**config.mk**
```make
export PLATFORM = sky130hd
export DESIGN_NAME = ps2_kbd_rx
export DESIGN_NICKNAME = d
export VERILOG_FILES = /design/src/rtl/ps2_kbd_rx.sv
export SDC_FILE = /design/constraint.sdc
export NUM_CORES = 1
export LEC_CHECK = 0
export CORE_MARGIN = 1
export CORE_UTILIZATION = 61
export CTS_CLUSTER_DIAMETER = 40
export DETAILED_ROUTE_END_ITERATION = 8
export PLACE_DENSITY = 0.84
export SYNTH_ARGS = -nofsm -noshare
export SYNTH_HDL_FRONTEND = slang
export SYNTH_SLANG_ARGS = --single-unit
```
**constraint.sdc**
```tcl
create_clock -name clk_sys -period 3.9 [get_ports clk_sys]
set_clock_uncertainty 0.1 [all_clocks]
set_input_delay 1.17 -clock clk_sys [delete_from_list [all_inputs] [get_ports clk_sys]]
set_output_delay 1.17 -clock clk_sys [all_outputs]
set_load 0.05 [all_outputs]
```
**src/rtl/ps2_kbd_rx.sv**
```systemverilog
// ============================================================================
// ps2_kbd_rx
// ----------------------------------------------------------------------------
// PS/2 keyboard host receiver. Synchronizes the PS/2 clock/data pair,
// detects falling clock edges, deserializes 11-bit frames (start, 8 data bits
// LSB first, odd parity, stop), then decodes scan-code set 2 prefixes
// (0xE0 extended, 0xF0 release) into key events. Receive-only.
//
// Optional feature macro: PS2_RX_FILTER_EN
//    When defined, the synchronized PS/2 clock passes through a glitch filter
//    that changes level only after FILTER_LEN consecutive equal samples.
//
// Parameters:
//    TIMEOUT_CYCLES : clk_sys cycles without a PS/2 falling edge before an
//                     in-progress frame is abandoned
//    FILTER_LEN     : glitch filter length (only with PS2_RX_FILTER_EN)
//
// Ports:
//    clk_sys      in  : system clock
//    reset_n      in  : asynchronous active-low reset
//    ps2_kbd_clk  in  : PS/2 clock (asynchronous)
//    ps2_kbd_data in  : PS/2 data (asynchronous)
//    rx_byte      out : last correctly received byte
//    rx_valid     out : one-cycle pulse when rx_byte updates
//    rx_error     out : one-cycle pulse on parity/stop error or timeout
//    key_strobe   out : one-cycle pulse per decoded key event
//    key_code     out : scan code of the event, prefixes stripped
//    key_pressed  out : 1 = make, 0 = break
//    key_extended out : 1 = code was preceded by 0xE0
// ============================================================================
module ps2_kbd_rx #(
   parameter int TIMEOUT_CYCLES = 25000,
   parameter int FILTER_LEN     = 8
) (
   input  logic       clk_sys,
   input  logic       reset_n,
   input  logic       ps2_kbd_clk,
   input  logic       ps2_kbd_data,
   output logic [7:0] rx_byte,
   output logic       rx_valid,
   output logic       rx_error,
   output logic       key_strobe,
   output logic [7:0] key_code,
   output logic       key_pressed,
   output logic       key_extended
);

   localparam int TO_W = $clog2(TIMEOUT_CYCLES + 1);

   typedef enum logic [1:0] {
      ST_IDLE,
      ST_DATA,
      ST_PARITY,
      ST_STOP
   } state_t;

   // Two-flop synchronizers. They reset to 1 (idle bus level) so that
   // leaving reset never looks like a falling clock edge.
   logic clk_s1_q, clk_s2_q;
   logic data_s1_q, data_s2_q;

   always_ff @(posedge clk_sys or negedge reset_n) begin
      if (!reset_n) begin
         clk_s1_q  <= 1'b1;
         clk_s2_q  <= 1'b1;
         data_s1_q <= 1'b1;
         data_s2_q <= 1'b1;
      end else begin
         clk_s1_q  <= ps2_kbd_clk;
         clk_s2_q  <= clk_s1_q;
         data_s1_q <= ps2_kbd_data;
         data_s2_q <= data_s1_q;
      end
   end

   logic clk_f;

`ifdef PS2_RX_FILTER_EN
   localparam int FLT_W = (FILTER_LEN > 1) ? $clog2(FILTER_LEN + 1) : 1;

   logic             filt_q, filt_d;
   logic [FLT_W-1:0] flt_cnt_q, flt_cnt_d;

   // The counter tracks how many consecutive samples disagree with the
   // current filtered level; any agreeing sample restarts it, so short
   // glitches never reach the edge detector.
   always_comb begin
      filt_d    = filt_q;
      flt_cnt_d = '0;
      if (clk_s2_q != filt_q) begin
         if (flt_cnt_q == FLT_W'(FILTER_LEN - 1)) begin
            filt_d = clk_s2_q;
         end else begin
            flt_cnt_d = flt_cnt_q + 1'b1;
         end
      end
   end

   always_ff @(posedge clk_sys or negedge reset_n) begin
      if (!reset_n) begin
         filt_q    <= 1'b1;
         flt_cnt_q <= '0;
      end else begin
         filt_q    <= filt_d;
         flt_cnt_q <= flt_cnt_d;
      end
   end

   assign clk_f = filt_q;
`else
   assign clk_f = clk_s2_q;
`endif

   // Falling-edge detector on the (optionally filtered) PS/2 clock.
   logic clk_prev_q;
   logic fall;

   always_ff @(posedge clk_sys or negedge reset_n) begin
      if (!reset_n) begin
         clk_prev_q <= 1'b1;
      end else begin
         clk_prev_q <= clk_f;
      end
   end

   assign fall = clk_prev_q & ~clk_f;

   // Receiver state and registered outputs.
   state_t          state_q, state_d;
   logic [2:0]      bit_cnt_q, bit_cnt_d;
   logic [7:0]      shift_q, shift_d;
   logic            parity_q, parity_d;
   logic [TO_W-1:0] to_cnt_q, to_cnt_d;
   logic            ext_flag_q, ext_flag_d;
   logic            rel_flag_q, rel_flag_d;
   logic [7:0]      rx_byte_q, rx_byte_d;
   logic            rx_valid_q, rx_valid_d;
   logic            rx_error_q, rx_error_d;
   logic            key_strobe_q, key_strobe_d;
   logic [7:0]      key_code_q, key_code_d;
   logic            key_pressed_q, key_pressed_d;
   logic            key_extended_q, key_extended_d;
   logic            timeout_hit;

   // A timeout only fires when no edge arrives in the same cycle, so a
   // coinciding falling edge always wins.
   assign timeout_hit = (state_q != ST_IDLE) && !fall &&
                        (to_cnt_q == TO_W'(TIMEOUT_CYCLES - 1));

   // Next-state, frame assembly and prefix decoding. The odd-parity check
   // requires data plus parity bit to have odd weight.
   always_comb begin
      state_d        = state_q;
      bit_cnt_d      = bit_cnt_q;
      shift_d        = shift_q;
      parity_d       = parity_q;
      to_cnt_d       = to_cnt_q;
      ext_flag_d     = ext_flag_q;
      rel_flag_d     = rel_flag_q;
      rx_byte_d      = rx_byte_q;
      rx_valid_d     = 1'b0;
      rx_error_d     = 1'b0;
      key_strobe_d   = 1'b0;
      key_code_d     = key_code_q;
      key_pressed_d  = key_pressed_q;
      key_extended_d = key_extended_q;

      if (state_q == ST_IDLE || fall) begin
         to_cnt_d = '0;
      end else begin
         to_cnt_d = to_cnt_q + 1'b1;
      end

      case (state_q)
         ST_IDLE: begin
            if (fall && !data_s2_q) begin
               state_d   = ST_DATA;
               bit_cnt_d = 3'd0;
            end
         end
         ST_DATA: begin
            if (fall) begin
               shift_d = {data_s2_q, shift_q[7:1]};
               if (bit_cnt_q == 3'd7) begin
                  state_d = ST_PARITY;
               end else begin
                  bit_cnt_d = bit_cnt_q + 3'd1;
               end
            end
         end
         ST_PARITY: begin
            if (fall) begin
               parity_d = data_s2_q;
               state_d  = ST_STOP;
            end
         end
         ST_STOP: begin
            if (fall) begin
               state_d = ST_IDLE;
               if (data_s2_q && (^{shift_q, parity_q})) begin
                  rx_valid_d = 1'b1;
                  rx_byte_d  = shift_q;
                  case (shift_q)
                     8'hE0: ext_flag_d = 1'b1;
                     8'hF0: rel_flag_d = 1'b1;
                     8'h00, 8'hAA, 8'hEE, 8'hFA, 8'hFC, 8'hFE, 8'hFF: begin
                     end
                     default: begin
                        key_strobe_d   = 1'b1;
                        key_code_d     = shift_q;
                        key_pressed_d  = ~rel_flag_q;
                        key_extended_d = ext_flag_q;
                        ext_flag_d     = 1'b0;
                        rel_flag_d     = 1'b0;
                     end
                  endcase
               end else begin
                  rx_error_d = 1'b1;
                  ext_flag_d = 1'b0;
                  rel_flag_d = 1'b0;
               end
            end
         end
         default: state_d = ST_IDLE;
      endcase

      if (timeout_hit) begin
         state_d    = ST_IDLE;
         rx_error_d = 1'b1;
         ext_flag_d = 1'b0;
         rel_flag_d = 1'b0;
         to_cnt_d   = '0;
      end
   end

   always_ff @(posedge clk_sys or negedge reset_n) begin
      if (!reset_n) begin
         state_q        <= ST_IDLE;
         bit_cnt_q      <= 3'd0;
         shift_q        <= 8'h00;
         parity_q       <= 1'b0;
         to_cnt_q       <= '0;
         ext_flag_q     <= 1'b0;
         rel_flag_q     <= 1'b0;
         rx_byte_q      <= 8'h00;
         rx_valid_q     <= 1'b0;
         rx_error_q     <= 1'b0;
         key_strobe_q   <= 1'b0;
         key_code_q     <= 8'h00;
         key_pressed_q  <= 1'b0;
         key_extended_q <= 1'b0;
      end else begin
         state_q        <= state_d;
         bit_cnt_q      <= bit_cnt_d;
         shift_q        <= shift_d;
         parity_q       <= parity_d;
         to_cnt_q       <= to_cnt_d;
         ext_flag_q     <= ext_flag_d;
         rel_flag_q     <= rel_flag_d;
         rx_byte_q      <= rx_byte_d;
         rx_valid_q     <= rx_valid_d;
         rx_error_q     <= rx_error_d;
         key_strobe_q   <= key_strobe_d;
         key_code_q     <= key_code_d;
         key_pressed_q  <= key_pressed_d;
         key_extended_q <= key_extended_d;
      end
   end

   assign rx_byte      = rx_byte_q;
   assign rx_valid     = rx_valid_q;
   assign rx_error     = rx_error_q;
   assign key_strobe   = key_strobe_q;
   assign key_code     = key_code_q;
   assign key_pressed  = key_pressed_q;
   assign key_extended = key_extended_q;

endmodule

```
Word level (Yosys, flattened, before mapping). Cells that the tools add are included.

Flip-flop bits (word level): 57.

Add/sub/neg operators: 2. Equal/unequal tests: 23. Muxes and demuxes: 34. Bitwise gates (word level): 4. Reductions and logical operators: 25.

Operators by type and width (count): 8-bit equality test (second input constant) (8); 15-bit two-way mux (2); 1-bit two-way mux (19); 3-bit != test (second input constant) (6); 8-bit OR reduction (2); 15-bit by 1-bit adder with 15-bit output (second input constant) (1); 15-bit equality test (second input constant) (1); 2-bit two-way mux (6); 3-bit two-way mux (3); 3-bit AND reduction (3); 9-bit OR reduction (1); 9-bit XOR reduction (1); 8-bit zero test (1); 2-bit case mux with 4 select lines (1); 4-bit AND reduction (2); 2-bit nonzero test (4); 3-bit case mux with 2 select lines (1); 5-bit AND reduction (1); 2-bit equality test (second input constant) (2); 1-bit logical AND (4); 2-bit != test (second input constant) (2); 1-bit case mux with 2 select lines (2); 2-bit AND reduction (2); 3-bit by 1-bit adder with 3-bit output (second input constant) (1); 9 further kinds (12).

Depth between registers and ports, before layout. Gate-level depths: netlist of the first run.

Word-level depth: 7. Gate-level depth with buffers: 8.

Worst setup path after synthesis of the first run. Ideal clock, no wire load.

Path kind: register to register. From: reg shift_q[5]. To: reg key_code_q[1] (netlist: key_code[1]). Library setup time: 0.125 ns. Arrival: 2.007 ns. Data required time: 3.675 ns. Path slack: 1.668 ns. Stages on the path, launching flop included: 7. Path buffers: 1. Period minus slack after synthesis: 2.232 ns. Path through: dfrtp_1 xor2_1 xnor3_2 xnor2_2 nor4_2 buf_6 mux2_2.

Word-level cells in the longest chain between the ends: 4.

RTL lines: start, declared (RTL line 131) `logic [7:0] shift_q, shift_d;`; start signal, assigned (RTL line 255) `shift_q <= shift_d;`; 8-bit equality test / 8-bit zero test (equally long branches) (RTL line 203) `case (shift_q)`; 9-bit OR reduction (no line); 1-bit inverter (no line); 4-bit AND reduction (no line) *; end signal, assigned (RTL line 264) `key_code_q <= key_code_d;`; end, declared (RTL line 140) `logic [7:0] key_code_q, key_code_d;`.

Mark *: on every way between the ends. The rest lies on a longest branch, timed or not. A chain may end at the register's enable or synchronous reset.

Worst setup path after layout of the first run.
From: reg key_code_q[6] (netlist: key_code[6]). To: out key_code[6].

RTL lines: end, declared (RTL line 43) `output logic [7:0] key_code,`.

No word-level cell between the ends.

==> flow_metrics.py, run 1 <==
metrics = {
    "status": {
        "outcome": "finished, final reports clean",
    },
    "yosys": {
        "ys_ff_latch": 57,
        "postSynthAreaPerCell_um2": 11.8,
        "dominantRegCellSynth": "sky130_fd_sc_hd__dfrtp_1",
        "syn-cell-area_um2": 2640,
        "netlist_instances": 223,
        "synth-seq-area-share": 0.543,
        "number_of_enable_type_register_cells_in_the_synthesized_netlist": 0,
        "post_synth_num_cell_types": 46,
        "asyncSetResetFlopFracSynth": 1.00,
        "syn-num-nets": 235,
        "yosysWarnings": 0,
    },
    "routing": {
        "vias_per_cell": 5.52,
        "antenna_left": 0,
        "drt_iter0_markers": 99,
        "drtPass1Iterations": 4,
        "route.vias.total": 1696,
        "route.final.wire_length_um": 4310,
        "wl_per_cell_um": 14.0,
        "drc_errors": 0,
    },
    "critical_path": {
        "endpoint_kind": "output pin",
        "critPathArrivalTime_ns": 1.50,
        "startpoint_type": "flip-flop",
        "type_of_the_worst_setup_path": "reg2out",
        "crit_fanout": 2,
        "timing.critical_path.slowest_cell_delay_ns": 0.80,
        "crit_slowest_cell": "sky130_fd_sc_hd__clkdlybuf4s50_1",
        "critical_path.top_delay_family": "buffers and inverters",
        "critPathBufInv": 1,
        "cp_cell_sequence": "clkdlybuf4s50_1",
        "worstPathRequired_ns": 2.63,
    },
    "clock_network": {
        "clock_net_sink_count": 57,
        "cts_tree": "yes",
        "cts_hold_buf": 0,
        "clkSlewWorstSetupHoldPaths_ns": 0.07,
        "cts_root_buf": "sky130_fd_sc_hd__clkbuf_8",
        "cts_inserted_buffers": 9,
        "cts_resized": 0,
        "clock_tree.buffer_depth": 2,
        "h-tree-depth": 3,
        "cts.repair_timing.setup_buffer_count": 0,
        "clkLatencyLatePin_ns": 0.34,
    },
    "sta": {
        "timing.setup.tns_ns": 0,
        "timing.hold.ws_ns": 0.251,
        "timing.final.hold_violations": 0,
        "slew_headroom": 0.240,
        "timing.final.setup_violations": 0,
        "grt_setup_unrepaired": "false",
        "min_period_ns": 2.77,
        "period_share": 0.711,
        "slew_violations": 0,
        "timing_worst_slew_pin_value_ns": 1.14,
        "achievable-frequency_mhz": 361,
    },
    "floorplan": {
        "dieHeight_um": 67.8,
        "die_width_um": 67.8,
        "floorplan.die_area_um2": 4590,
        "start_util": 0.646,
        "io_pins": 25,
        "fp-row-count": 23,
        "coreArea_um2": 4090,
    },
    "finish": {
        "nets": 264,
        "area_delta_synth_final_pct": 18.0,
        "layout.cells.most_common": "sky130_fd_sc_hd__dfrtp_1",
        "finalNonFillerCells": 307,
        "antenna_cells": 0,
        "final_cell_mix": "sky130_fd_sc_hd__dfrtp_1, sky130_fd_sc_hd__clkdlybuf4s50_1, sky130_fd_sc_hd__mux2_2, sky130_fd_sc_hd__nor2_1, sky130_fd_sc_hd__nand3_1",
        "drive_gt1_frac": 0.233,
    },
    "placed_design": {
        "placed_cells": 291,
        "routabilityCongestion": 0.795,
        "io_buffers": 24,
        "place.detailed.hpwl_um": 2850,
    },
    "power": {
        "internal_power_w": 0.00135,
        "switching_power_w": 0.000745,
        "power_frac_clock": 0.266,
        "seq_power_share": 0.389,
        "power_per_cell_area_nw_per_um2": 673,
        "comb_power_share": 0.345,
        "static-leakage-power_nw": 1.43,
        "max-vdd-ir-drop_mv": 0.362,
        "switching_share": 0.355,
    },
    "grt": {
        "grt_first_pass_wirelength_um": 7330,
        "grt_max_degree": 54,
        "grt_util_all_layers": 0.227,
        "grt_remaining_overflow": 0,
        "grt_antenna_before_repair": 0,
        "grt_pass1_vias": 1575,
    },
    "run": {
        "drv.max_cap_violation_count": 0,
    },
    "hold_path": {
        "hp-class": "reg2reg",
    },
}
power by group through the flow:
stage                     Clock, W  Combinational [W]  Sequential, W
after floorplan                  0           0.000480       0.000903
after global placement           0           0.000706       0.000822
after detailed placement         0           0.000720       0.000827
after CTS                 0.000568           0.000728       0.000817
after global routing      0.000597           0.000789       0.000834
final                     0.000557           0.000723       0.000817
worst paths after layout:
kind	startpoint	to	slack, ns	cells after the start
hold / removal	clk_s1_q$_DFF_PN1_	clk_f$_DFF_PN1_	0.25	0
hold reg to reg	clk_s1_q$_DFF_PN1_	clk_f$_DFF_PN1_	0.25	0
setup reg to reg	shift_q[3]$_DFFE_PN0P_	key_code[5]$_DFFE_PN0P_	1.39	6
min in group asynchronous	reset_n	key_strobe$_DFF_PN0_	0.95	1
setup / recovery	key_code[6]$_DFFE_PN0P_	key_code[6]	1.13	1
max in group asynchronous	reset_n	clk_prev_q$_DFF_PN1_	1.94	2
layer usage:
metal / wire length [um] / global-route usage / share of wire / vias up
li1: - / - / - / 828
met2: 2100 / 0.355 / 0.49 / 27
met5: 0 / 0 / 0 / -
met1: 2000 / 0.279 / 0.46 / 833
met3: 106 / 0.0709 / 0.025 / 8
met4: 96 / 0.122 / 0.022 / 0
synth_stat cells, types with 4 or more instances:
| cell type | count | area (um2) |
|---|---|---|
| sky130_fd_sc_hd__o21ai_0 | 10 | 50.1 |
| sky130_fd_sc_hd__dfrtp_1 | 52 | 1300 |
| sky130_fd_sc_hd__xnor2_1 | 10 | 87.6 |
| sky130_fd_sc_hd__ha_1 | 8 | 100 |
| sky130_fd_sc_hd__inv_1 | 10 | 37.5 |
| sky130_fd_sc_hd__nor2_1 | 20 | 75.1 |
| sky130_fd_sc_hd__nor4_1 | 5 | 31.3 |
| sky130_fd_sc_hd__dfstp_2 | 5 | 131 |
| sky130_fd_sc_hd__buf_2 | 4 | 20.0 |
| sky130_fd_sc_hd__mux2_2 | 22 | 248 |
| sky130_fd_sc_hd__nand3_1 | 13 | 65.1 |
| sky130_fd_sc_hd__xor2_1 | 8 | 70.1 |
| sky130_fd_sc_hd__nand2_1 | 12 | 45.0 |
flip-flops by register name, indices dropped and copies added, names as in the netlist, 2 cells and up:
signal and flops:
bit_cnt_q 3, rx_byte 8, state_q 2, key_code 8, shift_q 8, to_cnt_q 15
cells by family (layout without fill, tap and decap cells):
logic type	Yosys count	after routing	share of synthesized area
AND/OR/NAND/NOR	71	71	0.139
flip-flops	57	57	0.543
multiplexers	25	25	0.111
AO/OA/AOI/OAI	23	23	0.0602
XOR/XNOR	20	20	0.0749
buffers and inverters	18	52	0.0303
adder cells (fa/ha/maj)	9	9	0.0417
final cells by class:
type                    instances  area, um2
flip-flops and latches         57       1430
multi-input cells             148       1130
fillers                       282        972
repair buffers                 26        250
clock buffers                  11        151
well taps                      50       62.6
clock inverters                 5       53.8
inverters                      10       37.5
per-stage QoR:
stage / setup WS (ns) / area [um2] / total power [W] / utilization
CTS: 1.11 / 3110 / 0.00211 / 0.762
floorplan: 1.67 / 2640 / 0.00138 / -
finish: 1.13 / 3110 / 0.00210 / 0.762
global route: 1.08 / 3110 / 0.00222 / 0.762
detailed placement: 1.48 / 2910 / 0.00155 / 0.712
global placement: 1.50 / 2910 / 0.00153 / 0.712
Power figures use the tool's default switching activity.
==> run 2, diff against run 1 <==
--- a/config.mk
+++ b/config.mk
@@ -6,10 +6,10 @@
 export NUM_CORES = 1
 export LEC_CHECK = 0
 export CORE_MARGIN = 1
-export CORE_UTILIZATION = 61
+export CORE_UTILIZATION = 51
 export CTS_CLUSTER_DIAMETER = 40
 export DETAILED_ROUTE_END_ITERATION = 8
-export PLACE_DENSITY = 0.84
+export PLACE_DENSITY = 0.75
 export SYNTH_ARGS = -nofsm -noshare
 export SYNTH_HDL_FRONTEND = slang
 export SYNTH_SLANG_ARGS = --single-unit
==> constraint.sdc (replaced) <==
create_clock -name clk_sys -period 2.4 [get_ports clk_sys]
set_clock_uncertainty 0.1 [all_clocks]
set_input_delay 0.72 -clock clk_sys [delete_from_list [all_inputs] [get_ports clk_sys]]
set_output_delay 0.72 -clock clk_sys [all_outputs]
set_load 0.05 [all_outputs]
==> run 2 against run 1 <==
  * Global-route usage shrank 2.4 points
  * Total power grew 65%
  * Sequential power grew 58%
  * Wire length grew 6.9%
  * Utilization shrank 9.8 points
  * Clock power grew 53%
  * Cell count grew 8.8%
  * Largest cell class unchanged
  * Largest power group is now combinational logic
  * Highest routed layer unchanged
==> flow_metrics.py, run 2 (same netlist as run 1, synthesis figures left out) <==
metrics = {
    "finish": {
        "layout.cells.most_common": "sky130_fd_sc_hd__dfrtp_1",
        "multi_input_comb_area_um2": 1130,
        "utilization": 0.664,
        "antenna_cells": 0,
        "drive_gt1_frac": 0.262,
        "finalNonFillerCells": 334,
        "largest_register_ff_count": 15,
        "final_cell_mix": "sky130_fd_sc_hd__dfrtp_1, sky130_fd_sc_hd__clkdlybuf4s50_1, sky130_fd_sc_hd__mux2_2, sky130_fd_sc_hd__nor2_1, sky130_fd_sc_hd__nand3_1",
        "num-fill-cells": 370,
        "area.sequential_um2": 1430,
        "post-route-cell-area_um2": 3220,
        "area_delta_synth_final_pct": 22.0,
        "largest-register": "to_cnt_q",
        "nets": 274,
    },
    "sta": {
        "slew_headroom": 0.618,
        "grt_setup_unrepaired": "false",
        "period_share": 0.979,
        "min_period_ns": 2.35,
        "timing.hold.ws_ns": 0.256,
        "timing.setup.tns_ns": 0,
        "achievable-frequency_mhz": 426,
        "timing_worst_slew_pin_value_ns": 0.568,
        "timing.final.setup_violations": 0,
        "slew_violations": 0,
        "timing.final.hold_violations": 0,
    },
    "grt": {
        "grt_antenna_before_repair": 0,
        "grt_pass1_vias": 1697,
        "grt_remaining_overflow": 0,
        "grt_max_degree": 58,
        "grt_util_all_layers": 0.203,
        "grt_first_pass_wirelength_um": 8110,
    },
    "critical_path": {
        "timing.critical_path.slowest_cell_delay_ns": 0.82,
        "crit_fanout": 2,
        "endpoint_kind": "output pin",
        "critical_path.top_delay_family": "buffers and inverters",
        "cp_cell_sequence": "clkdlybuf4s50_1",
        "crit_slowest_cell": "sky130_fd_sc_hd__clkdlybuf4s50_1",
        "startpoint_type": "flip-flop",
        "worstPathRequired_ns": 1.58,
        "critPathArrivalTime_ns": 1.53,
        "type_of_the_worst_setup_path": "reg2out",
        "critPathBufInv": 1,
    },
    "placed_design": {
        "routabilityCongestion": 0.798,
        "placed_cells": 317,
        "io_buffers": 24,
        "placed_cell_area_um2": 3010,
        "place.detailed.hpwl_um": 3120,
    },
    "floorplan": {
        "dieHeight_um": 73.9,
        "fp-row-count": 25,
        "io_pins": 25,
        "coreArea_um2": 4850,
        "die_width_um": 73.9,
        "start_util": 0.544,
        "floorplan.die_area_um2": 5470,
    },
    "clock_network": {
        "clkSlewWorstSetupHoldPaths_ns": 0.06,
        "cts_tree": "yes",
        "cts_root_buf": "sky130_fd_sc_hd__clkbuf_8",
        "clkLatencyLatePin_ns": 0.33,
        "clock_tree.buffer_depth": 2,
        "h-tree-depth": 3,
        "cts.repair_timing.setup_buffer_count": 0,
        "clock_net_sink_count": 57,
        "cts_inserted_buffers": 9,
    },
    "power": {
        "power_per_cell_area_nw_per_um2": 1080,
        "static-leakage-power_nw": 1.46,
        "max-vdd-ir-drop_mv": 0.757,
    },
    "routing": {
        "route.final.wire_length_um": 4610,
        "drtPass1Iterations": 4,
        "antenna_left": 0,
        "wl_per_cell_um": 13.8,
        "drt_iter0_markers": 109,
        "vias_per_cell": 5.26,
        "drc_errors": 0,
        "route.vias.total": 1757,
    },
    "hold_path": {
        "hp-class": "reg2reg",
    },
    "status": {
        "outcome": "finished, final reports clean",
    },
    "run": {
        "drv.max_cap_violation_count": 0,
    },
}
## run 2: layer usage
metal | wire (um) | up-vias | global-route usage
met5 | 0 | - | 0
met4 | 78 | 0 | 0.0897
met3 | 164 | 7 | 0.0650
met2 | 2150 | 37 | 0.286
met1 | 2210 | 858 | 0.289
li1 | - | 855 | -
## run 2: stage by stage
| stage | total power, W | setup WS [ns] |
|---|---|---|
| after CTS | 0.00347 | 0.0259 |
| after global placement | 0.00257 | 0.154 |
| after detailed placement | 0.00260 | 0.131 |
| after floorplan | 0.00225 | 0.168 |
| final | 0.00347 | 0.0514 |
| after global routing | 0.00369 | 0.00387 |
## run 2: final timing paths
check,from,end,slack (ns),depth (start not counted)
setup / recovery,key_code[5]$_DFFE_PN0P_,key_code[5],0.05,1
hold / removal,clk_s1_q$_DFF_PN1_,clk_f$_DFF_PN1_,0.26,0
setup reg to reg,shift_q[3]$_DFFE_PN0P_,key_code[5]$_DFFE_PN0P_,0.11,6
hold reg to reg,clk_s1_q$_DFF_PN1_,clk_f$_DFF_PN1_,0.26,0
max in group asynchronous,reset_n,data_s2_q$_DFF_PN1_,1.62,2
min in group asynchronous,reset_n,state_q[1]$_DFFE_PN0P_,0.28,2
## run 2: what timing repair did
action | 4_1_cts | 5_1_grt
resized for setup | 0 | 2
hold buffers | 0 | 0
setup endpoints to repair | 0 | 2
## run 2: power breakdown
part | total (W) | switching (W) | internal [W]
Combinational | 0.00133 | 0.000739 | 0.000588
Clock | 0.000854 | 0.000378 | 0.000476
Sequential | 0.00129 | 0.000144 | 0.00114
## run 2: area by class of cell
cell class	instances	area share
clock inverter	7	0.0222
sequential	57	0.445
timing repair buffer	36	0.104
tap	67	0.0260
clock buffer	9	0.0385
multi-input combinational	148	0.353
inverter	10	0.0117
## run 2: worst reg2reg max path: cells and delay by family, from the launching register on
kind,cells,cell delay (ns)
and+or+nand+nor,1,0.32
buffers and inverters,1,0.21
muxes,1,0.35
xor gates and xnor gates,3,0.81
DFF,1,0.38
==> run 3, diff against run 2 <==
==> constraint.sdc (replaced) <==
create_clock -name clk_sys -period 2.1 [get_ports clk_sys]
set_clock_uncertainty 0.1 [all_clocks]
set_input_delay 0.63 -clock clk_sys [delete_from_list [all_inputs] [get_ports clk_sys]]
set_output_delay 0.63 -clock clk_sys [all_outputs]
set_load 0.05 [all_outputs]
==> run 3 against run 2 <==
  * The flow now finishes with violations (setup timing)
  * Critical path depth up 5
  * First-iteration DRC count decreased by 24%
  * Design area up 4.2%
  * Worst setup slack worse by 0.13 ns
  * Wire length up 5.6%
  * Sequential power is 14% higher
  * Total power grew 27%
  * Die area stayed put
  * Sequential share of layout area shrank 1.7 points
  * Critical endpoint is now key_extended$_DFFE_PN0P_
==> flow_metrics.py, run 3 (same netlist as run 1, synthesis figures left out) <==
metrics = {
    "status": {
        "outcome": "complete, but fails checks",
        "failing_checks": "setup timing",
    },
    "grt": {
        "grt_antenna_before_repair": 0,
        "grt_max_degree": 58,
        "grt_util_all_layers": 0.207,
        "grt_first_pass_wirelength_um": 8180,
        "grt_remaining_overflow": 0,
        "grt_pass1_vias": 1730,
    },
    "power": {
        "max-vdd-ir-drop_mv": 0.849,
        "static-leakage-power_nw": 1.60,
        "power_per_cell_area_nw_per_um2": 1310,
    },
    "clock_network": {
        "cts_tree": "yes",
        "cts_hold_buf": 0,
        "cts_root_buf": "sky130_fd_sc_hd__clkbuf_8",
        "cts_inserted_buffers": 9,
        "clock_net_sink_count": 57,
        "clkSlewWorstSetupHoldPaths_ns": 0.06,
        "clkLatencyLatePin_ns": 0.33,
        "clock_tree.buffer_depth": 2,
        "h-tree-depth": 3,
    },
    "floorplan": {
        "io_pins": 25,
        "floorplan.die_area_um2": 5470,
        "coreArea_um2": 4850,
        "start_util": 0.544,
        "fp-row-count": 25,
        "die_width_um": 73.9,
        "dieHeight_um": 73.9,
    },
    "sta": {
        "final.setup.worst_slack_ns": -0.0771,
        "slew_violations": 0,
        "timing_worst_slew_pin_value_ns": 0.557,
        "slew_headroom": 0.625,
        "period_share": 1.04,
        "timing.final.hold_violations": 0,
        "min_period_ns": 2.18,
        "timing.final.setup_violations": 18,
        "grt_setup_unrepaired": "true",
        "achievable-frequency_mhz": 459,
    },
    "finish": {
        "antenna_cells": 0,
        "area_delta_synth_final_pct": 27.1,
        "num-fill-cells": 351,
        "largest_register_ff_count": 15,
        "layout.cells.most_common": "sky130_fd_sc_hd__dfrtp_1",
        "finalNonFillerCells": 344,
        "multi_input_comb_area_um2": 1200,
        "area.sequential_um2": 1440,
        "utilization": 0.692,
        "final_cell_mix": "sky130_fd_sc_hd__dfrtp_1, sky130_fd_sc_hd__buf_4, sky130_fd_sc_hd__nor2_1, sky130_fd_sc_hd__mux2_2, sky130_fd_sc_hd__nand3_1",
        "largest-register": "to_cnt_q",
        "nets": 284,
        "post-route-cell-area_um2": 3350,
        "drive_gt1_frac": 0.394,
    },
    "routing": {
        "drt_iter0_markers": 83,
        "vias_per_cell": 5.13,
        "route.vias.total": 1766,
        "drtPass1Iterations": 4,
        "drc_errors": 0,
        "route.final.wire_length_um": 4870,
        "antenna_left": 0,
        "wl_per_cell_um": 14.1,
    },
    "placed_design": {
        "place.detailed.hpwl_um": 3160,
        "placed_cell_area_um2": 3030,
        "dpl_worst_slack_ns": -0.0553,
        "io_buffers": 24,
        "placed_cells": 325,
        "routabilityCongestion": 0.870,
    },
    "critical_path": {
        "critPathArrivalTime_ns": 2.29,
        "crit_fanout": 4,
        "startpoint_type": "flip-flop",
        "type_of_the_worst_setup_path": "reg2reg",
        "endpoint_kind": "flip-flop",
        "worstPathRequired_ns": 2.22,
    },
    "hold_path": {
        "hp-class": "in2async",
    },
    "run": {
        "drv.max_cap_violation_count": 0,
    },
}
-- run 3: cell type report --
type / instances / share of cell area
flip-flops and latches: 57 / 0.428
inverters: 10 / 0.0112
multi-input cells: 148 / 0.357
repair buffers: 46 / 0.110
clock buffers: 11 / 0.0451
well taps: 67 / 0.0250
clock inverters: 5 / 0.0231
-- run 3: worst max-delay path, stage by stage, from the launching register on --
cell                      delay (ns)
sky130_fd_sc_hd__dfrtp_1        0.38
sky130_fd_sc_hd__xor2_1         0.17
sky130_fd_sc_hd__xnor3_2        0.47
sky130_fd_sc_hd__xnor2_2        0.18
sky130_fd_sc_hd__nor4_4         0.22
sky130_fd_sc_hd__buf_2          0.24
sky130_fd_sc_hd__mux2_4         0.31
-- run 3: worst paths after layout --
kind / from / endpoint / slack (ns) / depth (start not counted)
max in group asynchronous: reset_n / data_s1_q$_DFF_PN1_ / 1.40 / 2
setup reg to reg: shift_q[3]$_DFFE_PN0P_ / key_extended$_DFFE_PN0P_ / -0.08 / 6
hold reg to reg: clk_s1_q$_DFF_PN1_ / clk_f$_DFF_PN1_ / 0.26 / 0
setup / recovery: shift_q[3]$_DFFE_PN0P_ / key_extended$_DFFE_PN0P_ / -0.08 / 6
min in group clk_sys: clk_s1_q$_DFF_PN1_ / clk_f$_DFF_PN1_ / 0.26 / 0
hold / removal: reset_n / bit_cnt_q[1]$_DFFE_PN0P_ / 0.18 / 2
-- run 3: through the flow --
| stage | power, W | hold WS (ns) | setup TNS [ns] |
|---|---|---|---|
| finish | 0.00439 | 0.182 | -1.02 |
| global route | 0.00463 | 0.209 | -2.30 |
| global placement | 0.00303 | 0.246 | -0.0256 |
| floorplan | 0.00257 | 0.234 | -0.134 |
| CTS | 0.00439 | 0.186 | -1.02 |
| detailed placement | 0.00307 | 0.247 | -0.498 |
-- run 3: routing by layer --
layer,vias up,wire (um),GRT usage
li1,872,-,-
met1,858,2520,0.302
met2,24,2110,0.283
met3,12,106,0.0407
met4,0,120,0.135
met5,-,0,0
-- run 3: where the power goes --
part / total [W] / switching [W] / leakage, nW / internal, W
sequential: 0.00147 / 0.000164 / 0.760 / 0.00131
clock: 0.00116 / 0.000432 / 0.115 / 0.000728
combinational: 0.00176 / 0.000943 / 0.721 / 0.000816
-- run 3: repair_timing --
| item | 4_1_cts | 5_1_grt |
|---|---|---|
| pin swaps | 2 | 2 |
| resized for setup | 11 | 6 |
| endpoints found under the hold margin | 0 | 0 |
| setup buffers | 2 | 0 |
| endpoints found under the setup margin | 19 | 21 |
| gates cloned | 1 | 0 |
